**config.mk**
```make
export PLATFORM = sky130hd
export DESIGN_NAME = ps2_rx_frame_flat
export DESIGN_NICKNAME = d
export VERILOG_FILES = /design/src/rtl/ps2_rx_frame_if.sv /design/src/rtl/ps2_rx_frame.sv /design/src/flat_wrapper.sv
export SDC_FILE = /design/constraint.sdc
export NUM_CORES = 1
export LEC_CHECK = 0
export CORE_MARGIN = 2
export CORE_UTILIZATION = 50
export DETAILED_ROUTE_END_ITERATION = 12
export DONT_BUFFER_PORTS = 1
export GPL_TIMING_DRIVEN = 1
export PLACE_DENSITY_LB_ADDON = 0.12
export SYNTH_ARGS = -nofsm -noshare
export SYNTH_HDL_FRONTEND = slang
export SYNTH_SLANG_ARGS = --single-unit
```
**constraint.sdc**
```tcl
create_clock -name clk -period 1.6 [get_ports clk]
set_input_delay 0.32 -clock clk [delete_from_list [all_inputs] [get_ports clk]]
set_output_delay 0.32 -clock clk [all_outputs]
set_load 0.01 [all_outputs]
```
**src/rtl/ps2_rx_frame_if.sv**
```systemverilog
// FIFO-side bundle of the PS/2 frame receiver.
// master = receiver, slave = FIFO / consumer.
interface ps2_rx_frame_if;
  logic [7:0] rx_data;
  logic       wr_en;
  logic       frame_err;
  logic       overrun;
  logic       rx_busy;
  logic       buf_full;

  modport master (
    output rx_data,
    output wr_en,
    output frame_err,
    output overrun,
    output rx_busy,
    input  buf_full
  );

  modport slave (
    input  rx_data,
    input  wr_en,
    input  frame_err,
    input  overrun,
    input  rx_busy,
    output buf_full
  );
endinterface

```
**src/rtl/ps2_rx_frame.sv**
```systemverilog
// PS/2 device-to-host frame receiver feeding an 8-bit FIFO.
// Define PS2_PARITY_CHECK_EN to reject frames with bad odd parity.
module ps2_rx_frame #(
  parameter int FILTER_LEN     = 8,
  parameter int TIMEOUT_CYCLES = 20000
) (
  input  logic clk,
  input  logic rst,
  input  logic ps2_clk,
  input  logic ps2_data,
  ps2_rx_frame_if.master bus
);

  localparam int FW = $clog2(FILTER_LEN + 1);
  localparam int TW = $clog2(TIMEOUT_CYCLES + 1);

`ifdef PS2_PARITY_CHECK_EN
  localparam bit PAR_EN = 1'b1;
`else
  localparam bit PAR_EN = 1'b0;
`endif

  typedef enum logic [1:0] {
    IDLE,
    RECV,
    CHECK
  } state_t;

  logic [1:0]    clk_s;
  logic [1:0]    dat_s;
  logic          clk_f;
  logic          clk_q;
  logic [FW-1:0] fcnt;
  logic          fall;
  logic          din;

  state_t        state;
  logic [10:0]   sr;
  logic [3:0]    bcnt;
  logic [TW-1:0] tcnt;
  logic [7:0]    rx_data;
  logic          wr_en;
  logic          frame_err;
  logic          overrun;
  logic          good;

  assign din  = dat_s[1];
  assign fall = clk_q & ~clk_f;

  always_ff @(posedge clk) begin
    if (rst) begin
      clk_s <= 2'b11;
      dat_s <= 2'b11;
      clk_f <= 1'b1;
      clk_q <= 1'b1;
      fcnt  <= '0;
    end else begin
      clk_s <= {clk_s[0], ps2_clk};
      dat_s <= {dat_s[0], ps2_data};
      clk_q <= clk_f;
      if (clk_s[1] != clk_f) begin
        if (fcnt == FW'(FILTER_LEN - 1)) begin
          clk_f <= clk_s[1];
          fcnt  <= '0;
        end else begin
          fcnt <= fcnt + 1'b1;
        end
      end else begin
        fcnt <= '0;
      end
    end
  end

  // sr[0]=start, sr[8:1]=data, sr[9]=parity, sr[10]=stop
  assign good = ~sr[0] & sr[10] &
                ((^sr[9:1]) | ~PAR_EN);

  always_ff @(posedge clk) begin
    if (rst) begin
      state     <= IDLE;
      sr        <= '0;
      bcnt      <= '0;
      tcnt      <= '0;
      rx_data   <= '0;
      wr_en     <= 1'b0;
      frame_err <= 1'b0;
      overrun   <= 1'b0;
    end else begin
      wr_en     <= 1'b0;
      frame_err <= 1'b0;
      overrun   <= 1'b0;
      unique case (state)
        IDLE: begin
          tcnt <= '0;
          if (fall && !din) begin
            sr    <= {din, sr[10:1]};
            bcnt  <= 4'd1;
            state <= RECV;
          end
        end
        RECV: begin
          if (fall) begin
            sr   <= {din, sr[10:1]};
            bcnt <= bcnt + 4'd1;
            tcnt <= '0;
            if (bcnt == 4'd10) state <= CHECK;
          end else if (tcnt == TW'(TIMEOUT_CYCLES)) begin
            frame_err <= 1'b1;
            tcnt      <= '0;
            bcnt      <= '0;
            state     <= IDLE;
          end else begin
            tcnt <= tcnt + 1'b1;
          end
        end
        CHECK: begin
          bcnt  <= '0;
          state <= IDLE;
          if (!good) begin
            frame_err <= 1'b1;
          end else if (bus.buf_full) begin
            overrun <= 1'b1;
          end else begin
            rx_data <= sr[8:1];
            wr_en   <= 1'b1;
          end
        end
        default: state <= IDLE;
      endcase
    end
  end

  assign bus.rx_data   = rx_data;
  assign bus.wr_en     = wr_en;
  assign bus.frame_err = frame_err;
  assign bus.overrun   = overrun;
  assign bus.rx_busy   = (state != IDLE);

endmodule

```
**src/flat_wrapper.sv**
```systemverilog
// flat-port wrapper written by rule: the top's interface ports become plain ports
module ps2_rx_frame_flat 
#(
  parameter int FILTER_LEN     = 8,
  parameter int TIMEOUT_CYCLES = 20000
)
  (clk, rst, ps2_clk, ps2_data, bus_rx_data, bus_wr_en, bus_frame_err, bus_overrun, bus_rx_busy, bus_buf_full);
  ps2_rx_frame_if bus_i ();
  input  logic clk;
  input  logic rst;
  input  logic ps2_clk;
  input  logic ps2_data;
  output wire logic [$bits(bus_i.rx_data)-1:0] bus_rx_data;
  output wire logic [$bits(bus_i.wr_en)-1:0] bus_wr_en;
  output wire logic [$bits(bus_i.frame_err)-1:0] bus_frame_err;
  output wire logic [$bits(bus_i.overrun)-1:0] bus_overrun;
  output wire logic [$bits(bus_i.rx_busy)-1:0] bus_rx_busy;
  input wire logic [$bits(bus_i.buf_full)-1:0] bus_buf_full;
  assign bus_rx_data = bus_i.rx_data;
  assign bus_wr_en = bus_i.wr_en;
  assign bus_frame_err = bus_i.frame_err;
  assign bus_overrun = bus_i.overrun;
  assign bus_rx_busy = bus_i.rx_busy;
  assign bus_i.buf_full = bus_buf_full;
  ps2_rx_frame #(.FILTER_LEN(FILTER_LEN), .TIMEOUT_CYCLES(TIMEOUT_CYCLES)) u_core (.clk(clk), .rst(rst), .ps2_clk(ps2_clk), .ps2_data(ps2_data), .bus(bus_i));
endmodule
```
* Word level (Yosys, flattened, before mapping)
Index checks and enable logic that the tools add are counted.
** Storage, ports and cells
- Bits in registers :: 53
- Bits of input ports :: 5
- Output and inout bits :: 12
- Logic and storage cells :: 68
** Cells by class
- Add/sub/neg operators :: 3
- Equal/unequal tests :: 10
- Muxes and demuxes :: 21
- Bitwise logic cells :: 8
- Reductions and logical operators :: 13
** Operators by type and width (number)
- 2-to-1 mux 15 bit :: 2
- case mux 15 bit (2 select lines) :: 1
- 2-to-1 mux 11 bit :: 2
- case mux 11 bit (2 select lines) :: 1
- adder 15 x 1 -> 15 bit (second input constant) :: 1
- == test 15 bit (second input constant) :: 1
- 2-to-1 mux 4 bit :: 3
- case mux 4 bit (3 select lines) :: 1
- AND reduction 3 bit :: 4
- adder 4 x 1 -> 4 bit (second input constant) :: 2
- 2-to-1 mux 2 bit :: 4
- NOT 1 bit :: 6
- OR reduction 3 bit :: 2
- 2-to-1 mux 1 bit :: 5
- == test 4 x 3 -> 1 bit (second input constant) :: 1
- == test 4 bit (second input constant) :: 1
- != test 2 x 1 -> 1 bit (second input constant) :: 2
- case mux 2 bit (2 select lines) :: 1
- nonzero test 2 bit :: 2
- != test 3 x 1 -> 1 bit (second input constant) :: 1
- != test 3 bit (second input constant) :: 1
- nonzero test 3 bit :: 1
- bitwise AND 1 bit :: 2
- == test 2 x 1 -> 1 bit (second input constant) :: 1
- other kinds (7) :: 7

* Longest topological paths before layout
Gate-level depths: netlist (run 1).
- Depth after elaboration :: 5
- Mapped depth :: 8
- Depth with buffers taken out :: 7

* Worst setup path before layout (run 1)
No wires, ideal clock.
- Kind :: flip-flop to flip-flop
- Start :: register u_core.tcnt[0]
- End :: register u_core.bcnt[2]
- Setup time :: 0.117 ns
- Arrival time :: 1.624 ns
- Data required time :: 1.483 ns
- Setup slack :: -0.141 ns
- Stages on the path, launching flop included :: 8
- Path buffers :: 0
- Clock period less this slack :: 1.741 ns
- Cell sequence :: dfxtp_1 > inv_1 > ha_1 > nor3b_1 > nand4_2 > a211oi_4 > o21ai_1 > a32o_1
** Between the ends
- Longest elaborated chain between the ends :: 3
** RTL lines
- start, declared :: RTL line ps2_rx_frame.sv:40 : logic [TW-1:0] tcnt;
- start signal, assigned :: RTL line ps2_rx_frame.sv:113 : tcnt <= tcnt + 1'b1;
- == test 15 bit :: RTL line ps2_rx_frame.sv:107 : end else if (tcnt == TW'(TIMEOUT_CYCLES)) begin
- != test 3 x 1 -> 1 bit (no source line)
- AND reduction 3 bit (no source line)
- end signal, assigned :: RTL line ps2_rx_frame.sv:104 : bcnt <= bcnt + 4'd1;
- end, declared :: RTL line ps2_rx_frame.sv:39 : logic [3:0] bcnt;
Every way passes these cells.
A chain may end at the register's enable or synchronous reset.

* Worst setup path in the final report (run 1)
- Start :: register u_core.tcnt[1]
- End :: register u_core.bcnt[1]
The elaborated chain is that of the path after synthesis.

==> results of run 1 <==
-- Yosys cell counts, types with 2 or more instances --
master / number / area, µm²
nand3_1: 6 / 30.03
clkbuf_1: 5 / 18.77
xnor2_1: 10 / 87.58
dfxtp_1: 53 / 1061
buf_2: 2 / 10.01
nor4b_1: 2 / 17.52
or2_2: 7 / 43.79
ha_1: 9 / 112.6
o21ai_0: 4 / 20.02
mux2i_1: 12 / 120.1
a21oi_1: 12 / 60.06
inv_1: 8 / 30.03
xor2_1: 6 / 52.55
o211a_1: 2 / 20.02
and3_1: 3 / 18.77
a32o_1: 2 / 20.02
nand3b_1: 4 / 30.03
nand4_1: 3 / 18.77
nor2_1: 36 / 135.1
nand2b_1: 2 / 12.51
nand2_1: 32 / 120.1
nor3_1: 6 / 30.03
nor3b_1: 2 / 15.01
-- stage by stage --
step | setup WS, ns | TNS, ns | hold WS (ns)
2_1_floorplan | 0.0007683 | 0 | 0.3895
3_3_place_gp | -0.08060 | -0.1888 | 0.3914
3_5_place_dp | -0.1249 | -0.3514 | 0.3937
4_1_cts | -0.1433 | -0.4973 | 0.06630
5_1_grt | -0.2067 | -1.184 | 0.05149
6_report | -0.08299 | -0.2703 | 0.07197
-- report_power, final --
group          leakage [nW]  total, mW  internal (mW)  switching, mW
clock network        0.0385      0.723          0.310          0.413
registers             0.430       1.36           1.34         0.0186
logic                 0.574      0.356          0.199          0.157
total                  1.04       2.43           1.85          0.589
-- final timing paths --
kind                            slack (ns)            start               to
worst max-delay path                 -0.08   u_core.tcnt[1]   u_core.bcnt[1]
worst min-delay path                  0.07              rst   u_core.bcnt[1]
worst max register to register       -0.08   u_core.tcnt[1]   u_core.bcnt[1]
worst min register to register        0.41  u_core.clk_s[0]  u_core.clk_s[1]
-- repair_timing --
| action | CTS | global route |
|---|---|---|
| setup buffers | 3 | 1 |
| gates resized for setup | 12 | 24 |
| endpoints found under the setup margin | 11 | 35 |
| gates cloned | 0 | 1 |
| pin swaps | 4 | 11 |
-- worst reg2reg max path: cells and delay by family, from the launching register on --
| family | cells | cell delay [ns] |
|---|---|---|
| compound gates | 1 | 0.33 |
| fa+ha+maj | 1 | 0.12 |
| buf+inv | 2 | 0.23 |
| flops | 1 | 0.33 |
| mux | 1 | 0.17 |
| simple gates | 3 | 0.40 |
-- flip-flops by register name, summed over array words and instances (netlist names) --
name,flops
u_core.clk_s,2
u_core.tcnt,15
u_core.bcnt,4
u_core.bus.frame_err,1
u_core.bus.wr_en,1
u_core.state,2
u_core.clk_f,1
u_core.dat_s,2
u_core.fcnt,4
u_core.sr,11
u_core.bus.rx_data,8
u_core.bus.overrun,1
u_core.clk_q,1
-- cells by family after synthesis --
| logic type | Yosys count | synth area share |
|---|---|---|
| and+or+nand+nor | 110 | 0.2413 |
| DFF | 53 | 0.4748 |
| AOI/OAI and AO/OA | 29 | 0.09071 |
| xor gates and xnor gates | 16 | 0.06271 |
| buffers and inverters | 15 | 0.02632 |
| muxes | 12 | 0.05375 |
| adders and majority gates | 9 | 0.05039 |
-- area by class of cell --
cell class	count	area, µm²
fillers	357	1473
multi-input cells	176	1271
well taps	52	65.06
flip-flops and latches	53	1069
inverters	8	35.03
clock buffers	7	76.32
clock inverters	1	7.507
repair buffers	37	327.8
-- layer usage --
| metal | share of wire | wire length (µm) | track usage | vias to the layer above |
|---|---|---|---|---|
| li1 | - | - | - | 906 |
| met1 | 0.48 | 2051 | 0.2426 | 801 |
| met2 | 0.48 | 2067 | 0.2679 | 21 |
| met3 | 0.028 | 120 | 0.04416 | 6 |
| met4 | 0.015 | 66 | 0.07966 | 0 |
| met5 | 0 | 0 | 0 | - |
==> run summary, run 1 <==
Routed Antenna Nets = 0
Clock root cell = clkbuf_8
Post-route minimum period = 1.683 ns
Crit path launch type = register
Slowest CP cell = dfxtp_2
Post-Synthesis Cells = 244
Total power = 2.435 mW
DRT Wirelength = 4306 µm
CTS Buf Count = 5
First-pass GRT wire length = 7120 µm
Yosys reg bits = 53
# DRC = 0
Placed cell areas = 2554 µm²
Starting density of the core = 0.5168
H-tree depth = 2
Failing checks = negative setup slack
Ant diodes = 0
Layout Skew = 0.006970 ns
Detailed Route Iter0 Violations = 65
Largest net degree at the start of global routing = 35
FP Rows = 24
Family with the most delay on the worst path = simple AND/OR/NAND/NOR gates
Core Util, Final = 0.6594
Critical path arrival = 1.89 ns
Asr flop ratio synth = 0
Primary flip-flop cell chosen by synthesis mapping = dfxtp_1
Worst Setup Path Type = register to register
Worst-case reg-to-reg path depth = 8
Die width = 70.85 µm
GRT Util Overall = 0.1779
GPL Wtd Cong = 0.8182
F_max = 594.2 MHz
Pwr per Cell Area = 853.8 nW/µm²
Register area share after synthesis = 0.4748
CTS Hold Bufs = 0
Max Cap Viol = 0
Boundary pin count = 17
Hold crit path type = input port to register
Status = complete, but fails checks
Peak supply drop = 0.6650 mV
Max Slew Vio Count = 0
Period Utilization, post-route = 1.052
RSZ-0062 raised after global routing = true
Most frequent cells in the layout = dfxtp_1 (49), nor2_1 (34), nand2_1 (32), buf_4 (32), a21oi_1 (12)
Ratio of cells with drive above 1 in the final layout = 0.2801
Die ar. = 5020 µm²
Core area = 4324 µm²
Clk pin slew, worst setup/hold paths = 0.09 ns
Worst-Margin Slew = 0.3048 ns
Setup violators final = 6
Hold Path Cell Cnt = 1
Worst path depth = 8
Vias in the first global route = 1583
Lkg Pwr = 1.043 nW
Buf/Inv on CP = 2
Area Overhead vs Synth = 27.60%
PortBufs = 0
Clock sinks = 53
Nets = 295
DR vias/cell = 5.192
Max_slew headroom = 0.7968
Number of enable flip-flop cells after synthesis = 0
Antenna violations before repair = 0
Synth Net Count = 258
Distinct cells, synth = 39
Worst Path Max Fanout = 6
TritonCTS clock tree = yes
Crit path cell chain = inv_2 -> ha_4 -> nor3b_4 -> nand4_4 -> a211oi_4 -> buf_4 -> mux2i_1 -> nor2_1
Data required, critical path = 1.80 ns
Skew-Pair Late Insertion Delay = 0.30 ns
Commonest non-fill, non-tap cell in the layout = dfxtp_1
Worst setup EP type = register
Design area = 2851 µm²
Crit path largest cell delay = 0.33 ns
Via count = 1734
Final HPWL DP = 2935 µm
Overflow left after global routing = 0
Ys Warns = 0
Clock Path Buffers = 2
Mapped cell area = 2235 µm²
Setup ws final = -0.08299 ns
Die height = 70.85 µm
Initial DRT Pass Iterations = 4
Placed cells = 321
Hold Fails Final Rpt = 0
Syn Area/Cell = 9.158 µm²
Wirelength per Cell = 12.89 µm
Non-Filler Instances = 334
(Power assumes the default switching activity.)
==> inputs of run 2 (changes only) <==
--- a/config.mk
+++ b/config.mk
@@ -6,7 +6,7 @@
 export NUM_CORES = 1
 export LEC_CHECK = 0
 export CORE_MARGIN = 2
-export CORE_UTILIZATION = 50
+export CORE_UTILIZATION = 56
 export DETAILED_ROUTE_END_ITERATION = 12
 export DONT_BUFFER_PORTS = 1
 export GPL_TIMING_DRIVEN = 1
==> run summary, run 2 (synthesized netlist as in run 1, its figures left out) <==
Placed cell areas = 2526 µm² (-1.1%)
Area Overhead vs Synth = 26.76%
GRT Util Overall = 0.2092 (+0.03126)
DRT Wirelength = 4541 µm (+5.5%)
Ratio of cells with drive above 1 in the final layout = 0.2908 (+0.01064)
Final HPWL DP = 2955 µm (+0.68%)
Die width = 67.17 µm (-5.2%)
Max Cap Viol = 0 (unchanged)
Worst Setup Path Type = register to register
Max reg flops = 15 (unchanged)
RSZ-0062 raised after global routing = true
Worst Path Max Fanout = 4 (-2)
Period Utilization, post-route = 1.075 (+0.02269)
Starting density of the core = 0.5969 (+0.08014)
Hold Path Cell Cnt = 1 (unchanged)
Worst setup EP type = register
Vias in the first global route = 1724 (+8.9%)
Data required, critical path = 1.80 ns (about the same)
Most flops, register = u_core.tcnt
Max Slew Vio Count = 0 (unchanged)
CTS Buf Count = 5 (unchanged)
Critical path arrival = 1.92 ns (+0.03 ns)
Die height = 67.17 µm (-5.2%)
DR vias/cell = 5.439 (+4.8%)
Clock root cell = clkbuf_8
Nets = 295 (unchanged)
Wirelength per Cell = 13.76 µm (+6.7%)
GPL Wtd Cong = 0.7906 (-3.4%)
Clock Path Buffers = 2 (unchanged)
Worst-case reg-to-reg path depth = 8 (unchanged)
TritonCTS clock tree = yes
FP Rows = 22 (-8.3%)
Worst-Margin Slew = 0.3831 ns (+0.07831 ns)
Detailed Route Iter0 Violations = 59 (-9.2%)
Clk pin slew, worst setup/hold paths = 0.09 ns (about the same)
Skew-Pair Late Insertion Delay = 0.30 ns (about the same)
Routed Antenna Nets = 0 (unchanged)
Ant diodes = 0 (unchanged)
Die ar. = 4512 µm² (-10%)
R2R Path End = u_core.bcnt[3]
Failing checks = negative setup slack
Overflow left after global routing = 0 (unchanged)
HP Start = rst
Commonest non-fill, non-tap cell in the layout = dfxtp_1
Design area = 2833 µm² (-0.66%)
Antenna violations before repair = 0 (unchanged)
F_max = 581.6 MHz (-2.1%)
Layout Skew = 0.004220 ns (-0.002750 ns)
Lkg Pwr = 1.045 nW (+0.26%)
Crit path launch type = register
Clock sinks = 53 (unchanged)
Most frequent cells in the layout = dfxtp_1 (48), nor2_1 (35), buf_4 (34), nand2_1 (31)
Total power = 2.453 mW (+0.73%)
CTS Hold Bufs = 0 (unchanged)
Max_slew headroom = 0.7436 (-0.05315)
Worst r2r src = u_core.tcnt[0]
Via count = 1795 (+3.5%)
H-tree depth = 2 (unchanged)
Peak supply drop = 0.7161 mV (+7.7%)
Largest regs = u_core.tcnt x15, u_core.sr x11, u_core.bus.rx_data x8
Setup violators final = 11 (+5)
PortBufs = 0 (unchanged)
Initial DRT Pass Iterations = 5 (+1)
Post-route minimum period = 1.719 ns (+0.03630 ns)
Setup ws final = -0.1193 ns (-0.03630 ns)
Pwr per Cell Area = 865.8 nW/µm² (+1.4%)
Core area = 3744 µm² (-13%)
Hold Fails Final Rpt = 0 (unchanged)
# DRC = 0 (unchanged)
Hold crit path type = input port to register
Boundary pin count = 17 (unchanged)
Hold path endpoint = u_core.state[1]
Worst R2R Setup Slack = -0.12 ns (-0.04 ns)
Largest net degree at the start of global routing = 35 (unchanged)
Status = complete, but fails checks
First-pass GRT wire length = 7231 µm (+1.6%)
## run 2: layout make-up
| type | instances | area [µm²] |
|---|---|---|
| multi-input combinational | 176 | 1264 |
| sequential | 53 | 1070 |
| tap | 48 | 60.06 |
| fill | 278 | 910.9 |
| clock buffer | 6 | 72.57 |
| clock inverter | 2 | 13.76 |
| timing repair buffer | 37 | 320.3 |
| inverter | 8 | 32.53 |
## run 2: worst max path at each step
stage                endpoint       startpoint  slack (ns)
6_report       u_core.bcnt[3]   u_core.tcnt[0]       -0.12
5_1_grt        u_core.bcnt[1]   u_core.tcnt[1]       -0.21
3_3_place_gp   u_core.bcnt[1]  u_core.tcnt[13]       -0.07
3_5_place_dp   u_core.bcnt[1]  u_core.tcnt[13]       -0.09
4_1_cts        u_core.bcnt[1]   u_core.tcnt[0]       -0.09
2_1_floorplan  u_core.bcnt[2]   u_core.tcnt[0]      0.0008
## run 2: stage by stage
step | setup TNS, ns | utilization | instances | worst slack [ns] | hold slack (ns)
floorplan | 0 | - | 244 | 0.0007683 | 0.3895
global placement | -0.1423 | 0.6748 | 314 | -0.07046 | 0.3928
detailed placement | -0.3290 | 0.6748 | 314 | -0.09305 | 0.3946
CTS | -0.2097 | 0.7079 | 324 | -0.09194 | 0.06293
global route | -2.674 | 0.7567 | 330 | -0.2084 | 0.05477
finish | -0.3702 | 0.7567 | 330 | -0.1193 | 0.06369
## run 2: where the power goes
part | internal (mW) | switching (mW) | total (mW)
clock network | 0.313 | 0.436 | 0.749
logic | 0.192 | 0.158 | 0.350
registers | 1.34 | 0.0166 | 1.35
## run 2: per-layer routing
metal | part of all wire | track usage | routed length [µm] | up-vias
li1 | - | - | - | 902
met1 | 0.44 | 0.2471 | 2000 | 856
met2 | 0.51 | 0.3589 | 2296 | 29
met3 | 0.038 | 0.05333 | 172 | 8
met4 | 0.016 | 0.08929 | 71 | 0
met5 | 0 | 0 | 0 | -
## run 2: critical path, cell delays in order, from the launching register on
cell and delay, ns:
dfxtp_2 0.33, inv_2 0.07, ha_4 0.13, nor3b_4 0.20, nand4_4 0.13, a211oi_4 0.34
buf_4 0.18, nand2_2 0.04, a32o_1 0.20
## run 2: repair_timing
action	in CTS	in global routing
cloned	0	1
pin swaps	4	9
setup buffers	2	5
gates resized for setup	6	27
endpoints found under the setup margin	15	32
==> inputs of run 3 (changes only) <==
--- a/config.mk
+++ b/config.mk
@@ -5,6 +5,7 @@
 export SDC_FILE = /design/constraint.sdc
 export NUM_CORES = 1
 export LEC_CHECK = 0
+export CORE_ASPECT_RATIO = 1.2
 export CORE_MARGIN = 2
 export CORE_UTILIZATION = 56
 export DETAILED_ROUTE_END_ITERATION = 12
==> run summary, run 3 (synthesized netlist as in run 1, its figures left out) <==
Crit path cell chain = inv_2 -> ha_4 -> nor3b_4 -> nand4_4 -> a211oi_4 -> buf_6 -> o21ai_2 -> a32o_1
Clock sinks = 53 (unchanged)
Setup ws final = -0.08492 ns (+0.03437 ns)
Lkg Pwr = 1.071 nW (+2.4%)
Starting density of the core = 0.5761 (-0.02080)
Initial DRT Pass Iterations = 4 (-1)
Post-route minimum period = 1.685 ns (-0.03437 ns)
Ratio of cells with drive above 1 in the final layout = 0.3415 (+0.05077)
Most frequent cells in the layout = dfxtp_1 (49), buf_4 (32), nand2_1 (31), nor2_1 (26), mux2i_1 (12)
# DRC = 0 (unchanged)
Ant diodes = 0 (unchanged)
Pwr per Cell Area = 855.7 nW/µm² (-1.2%)
DRT Wirelength = 4636 µm (+2.1%)
Die height = 73.20 µm (+9.0%)
Worst setup EP type = register
H-tree depth = 2 (unchanged)
Psw = 0.6643 mW (+8.8%)
RSZ-0062 raised after global routing = true
Seq pwr share = 0.537 (-0.015)
GPL Wtd Cong = 0.8266 (+4.6%)
Worst Path Max Fanout = 3 (-1)
Hold Fails Final Rpt = 0 (unchanged)
DR vias/cell = 5.382 (-1.1%)
Nets = 297 (+0.68%)
Hold Path Cell Cnt = 1 (unchanged)
Hold crit path type = input port to register
Int Power = 1.858 mW (+0.87%)
Final HPWL DP = 2964 µm (+0.31%)
Die ar. = 4514 µm² (about the same)
Failing checks = negative setup slack
Clk pwr share = 0.307 (+0.002)
Core area = 3879 µm² (+3.6%)
Commonest non-fill, non-tap cell in the layout = dfxtp_1
Worst Setup Path Type = register to register
FP Rows = 25 (+14%)
HP Start = rst
Boundary pin count = 17 (unchanged)
Data required, critical path = 1.82 ns (+0.02 ns)
Family with the most delay on the worst path = compound AO/OA/AOI/OAI gates
Hold path endpoint = u_core.state[1]
Worst-case reg-to-reg path depth = 8 (unchanged)
Buf/Inv on CP = 2 (unchanged)
Layout Skew = 0.01171 ns (+0.007489 ns)
Largest net degree at the start of global routing = 35 (unchanged)
Max Cap Viol = 0 (unchanged)
Slowest CP cell = dfxtp_2
Clk pin slew, worst setup/hold paths = 0.10 ns (about the same)
Area Overhead vs Synth = 31.92%
Routed Antenna Nets = 0 (unchanged)
GRT Util Overall = 0.1970 (-0.01215)
Max reg flops = 15 (unchanged)
Most flops, register = u_core.tcnt
Overflow left after global routing = 0 (unchanged)
Vias in the first global route = 1611 (-6.6%)
TritonCTS clock tree = yes
Clock Path Buffers = 2 (unchanged)
Crit path largest cell delay = 0.34 ns (about the same)
Max Slew Vio Count = 0 (unchanged)
R2R Path End = u_core.bcnt[2]
Max_slew headroom = 0.7844 (+0.04072)
Detailed Route Iter0 Violations = 113 (+92%)
Comb power frac = 0.156 (+0.013)
Worst R2R Setup Slack = -0.08 ns (+0.03 ns)
Via count = 1819 (+1.3%)
Largest regs = u_core.tcnt x15, u_core.sr x11, u_core.bus.rx_data x8
PortBufs = 0 (unchanged)
Die width = 61.67 µm (-8.2%)
Worst r2r src = u_core.tcnt[1]
Worst-Margin Slew = 0.3225 ns (-0.06063 ns)
CTS Buf Count = 5 (unchanged)
Switching Fraction = 0.2633 (+0.01447)
Skew-Pair Late Insertion Delay = 0.32 ns (+0.02 ns)
Period Utilization, post-route = 1.053 (-0.02148)
Core Util, Final = 0.7600 (+0.003316)
First-pass GRT wire length = 6693 µm (-7.4%)
Clock root cell = clkbuf_8
F_max = 593.5 MHz (+2.0%)
Crit path launch type = register
Pre-CTS WS = -0.1647 ns (-0.07161 ns)
Antenna violations before repair = 0 (unchanged)
Wirelength per Cell = 13.72 µm (-0.32%)
Peak supply drop = 0.6243 mV (-13%)
Critical path arrival = 1.91 ns (about the same)
Status = complete, but fails checks
Setup violators final = 20 (+9)
==> run 3: cell count changes in the layout (fill, tap and decap cells not counted), moves of 2 or more <==
cell | previous run | this run
nor2_1 | 35 | 26
buf_6 | 0 | 4
nor2_2 | 0 | 5
buf_4 | 34 | 32
nor2_4 | 1 | 5
==> run 3: power groups by stage <==
stage | clock network (mW) | registers (mW) | logic (mW)
CTS | 0.778 | 1.35 | 0.263
global route | 0.832 | 1.36 | 0.417
finish | 0.775 | 1.36 | 0.392
global placement | 0 | 1.38 | 0.245
floorplan | 0 | 1.38 | 0.165
detailed placement | 0 | 1.38 | 0.249
==> run 3: repair_timing <==
action	4_1_cts	5_1_grt
hold buffers	0	0
pin swaps	6	20
gates cloned	0	1
gates resized for setup	7	51
setup endpoints to repair	13	41
setup buffers	3	7
==> run 3: metal layers <==
metal / GRT usage / vias to the layer above / wire, µm
met4: 0.09693 / 0 / 140
met1: 0.2326 / 870 / 1929
li1: - / 905 / -
met3: 0.04078 / 16 / 116
met5: 0 / - / 0
met2: 0.3298 / 28 / 2449
==> run 3: worst max-delay path by stage <==
stage / startpoint / to / cells past startpoint
after floorplan: u_core.tcnt[0] / u_core.bcnt[2] / 7
after global placement: u_core.tcnt[0] / u_core.bcnt[2] / 7
after detailed placement: u_core.tcnt[0] / u_core.bcnt[2] / 7
after CTS: u_core.tcnt[1] / u_core.bcnt[2] / 7
after global routing: u_core.tcnt[0] / u_core.tcnt[13] / 10
final: u_core.tcnt[1] / u_core.bcnt[2] / 8
==> run 3: worst reg2reg max path: cells and delay by family (launching register included) <==
| kind | cells | cell delay [ns] |
|---|---|---|
| AND/OR/NAND/NOR | 2 | 0.33 |
| AO/OA/AOI/OAI | 3 | 0.57 |
| flip-flops | 1 | 0.34 |
| buffers and inverters | 2 | 0.22 |
| adder cells (fa/ha/maj) | 1 | 0.12 |
==> run 3: layout make-up <==
cell class | count | area (µm²)
Clock buffer | 5 | 68.82
Clock inverter | 3 | 21.27
Fill cell | 289 | 930.9
Inverter | 8 | 32.53
Multi-Input combinational cell | 176 | 1339
Sequential cell | 53 | 1069
Tap cell | 54 | 67.56
Timing Repair Buffer | 39 | 350.3
==> run 3: through the flow <==
step | hold WS (ns) | instances | instance area, µm² | power [mW] | TNS [ns]
5_1_grt | 0.04216 | 338 | 2948 | 2.608 | -3.017
2_1_floorplan | 0.3895 | 244 | 2247 | 1.543 | 0
4_1_cts | 0.06083 | 330 | 2646 | 2.390 | -1.845
6_report | 0.04587 | 338 | 2948 | 2.523 | -1.192
3_5_place_dp | 0.3974 | 319 | 2514 | 1.628 | -0.6450
3_3_place_gp | 0.3943 | 319 | 2514 | 1.623 | -0.1950
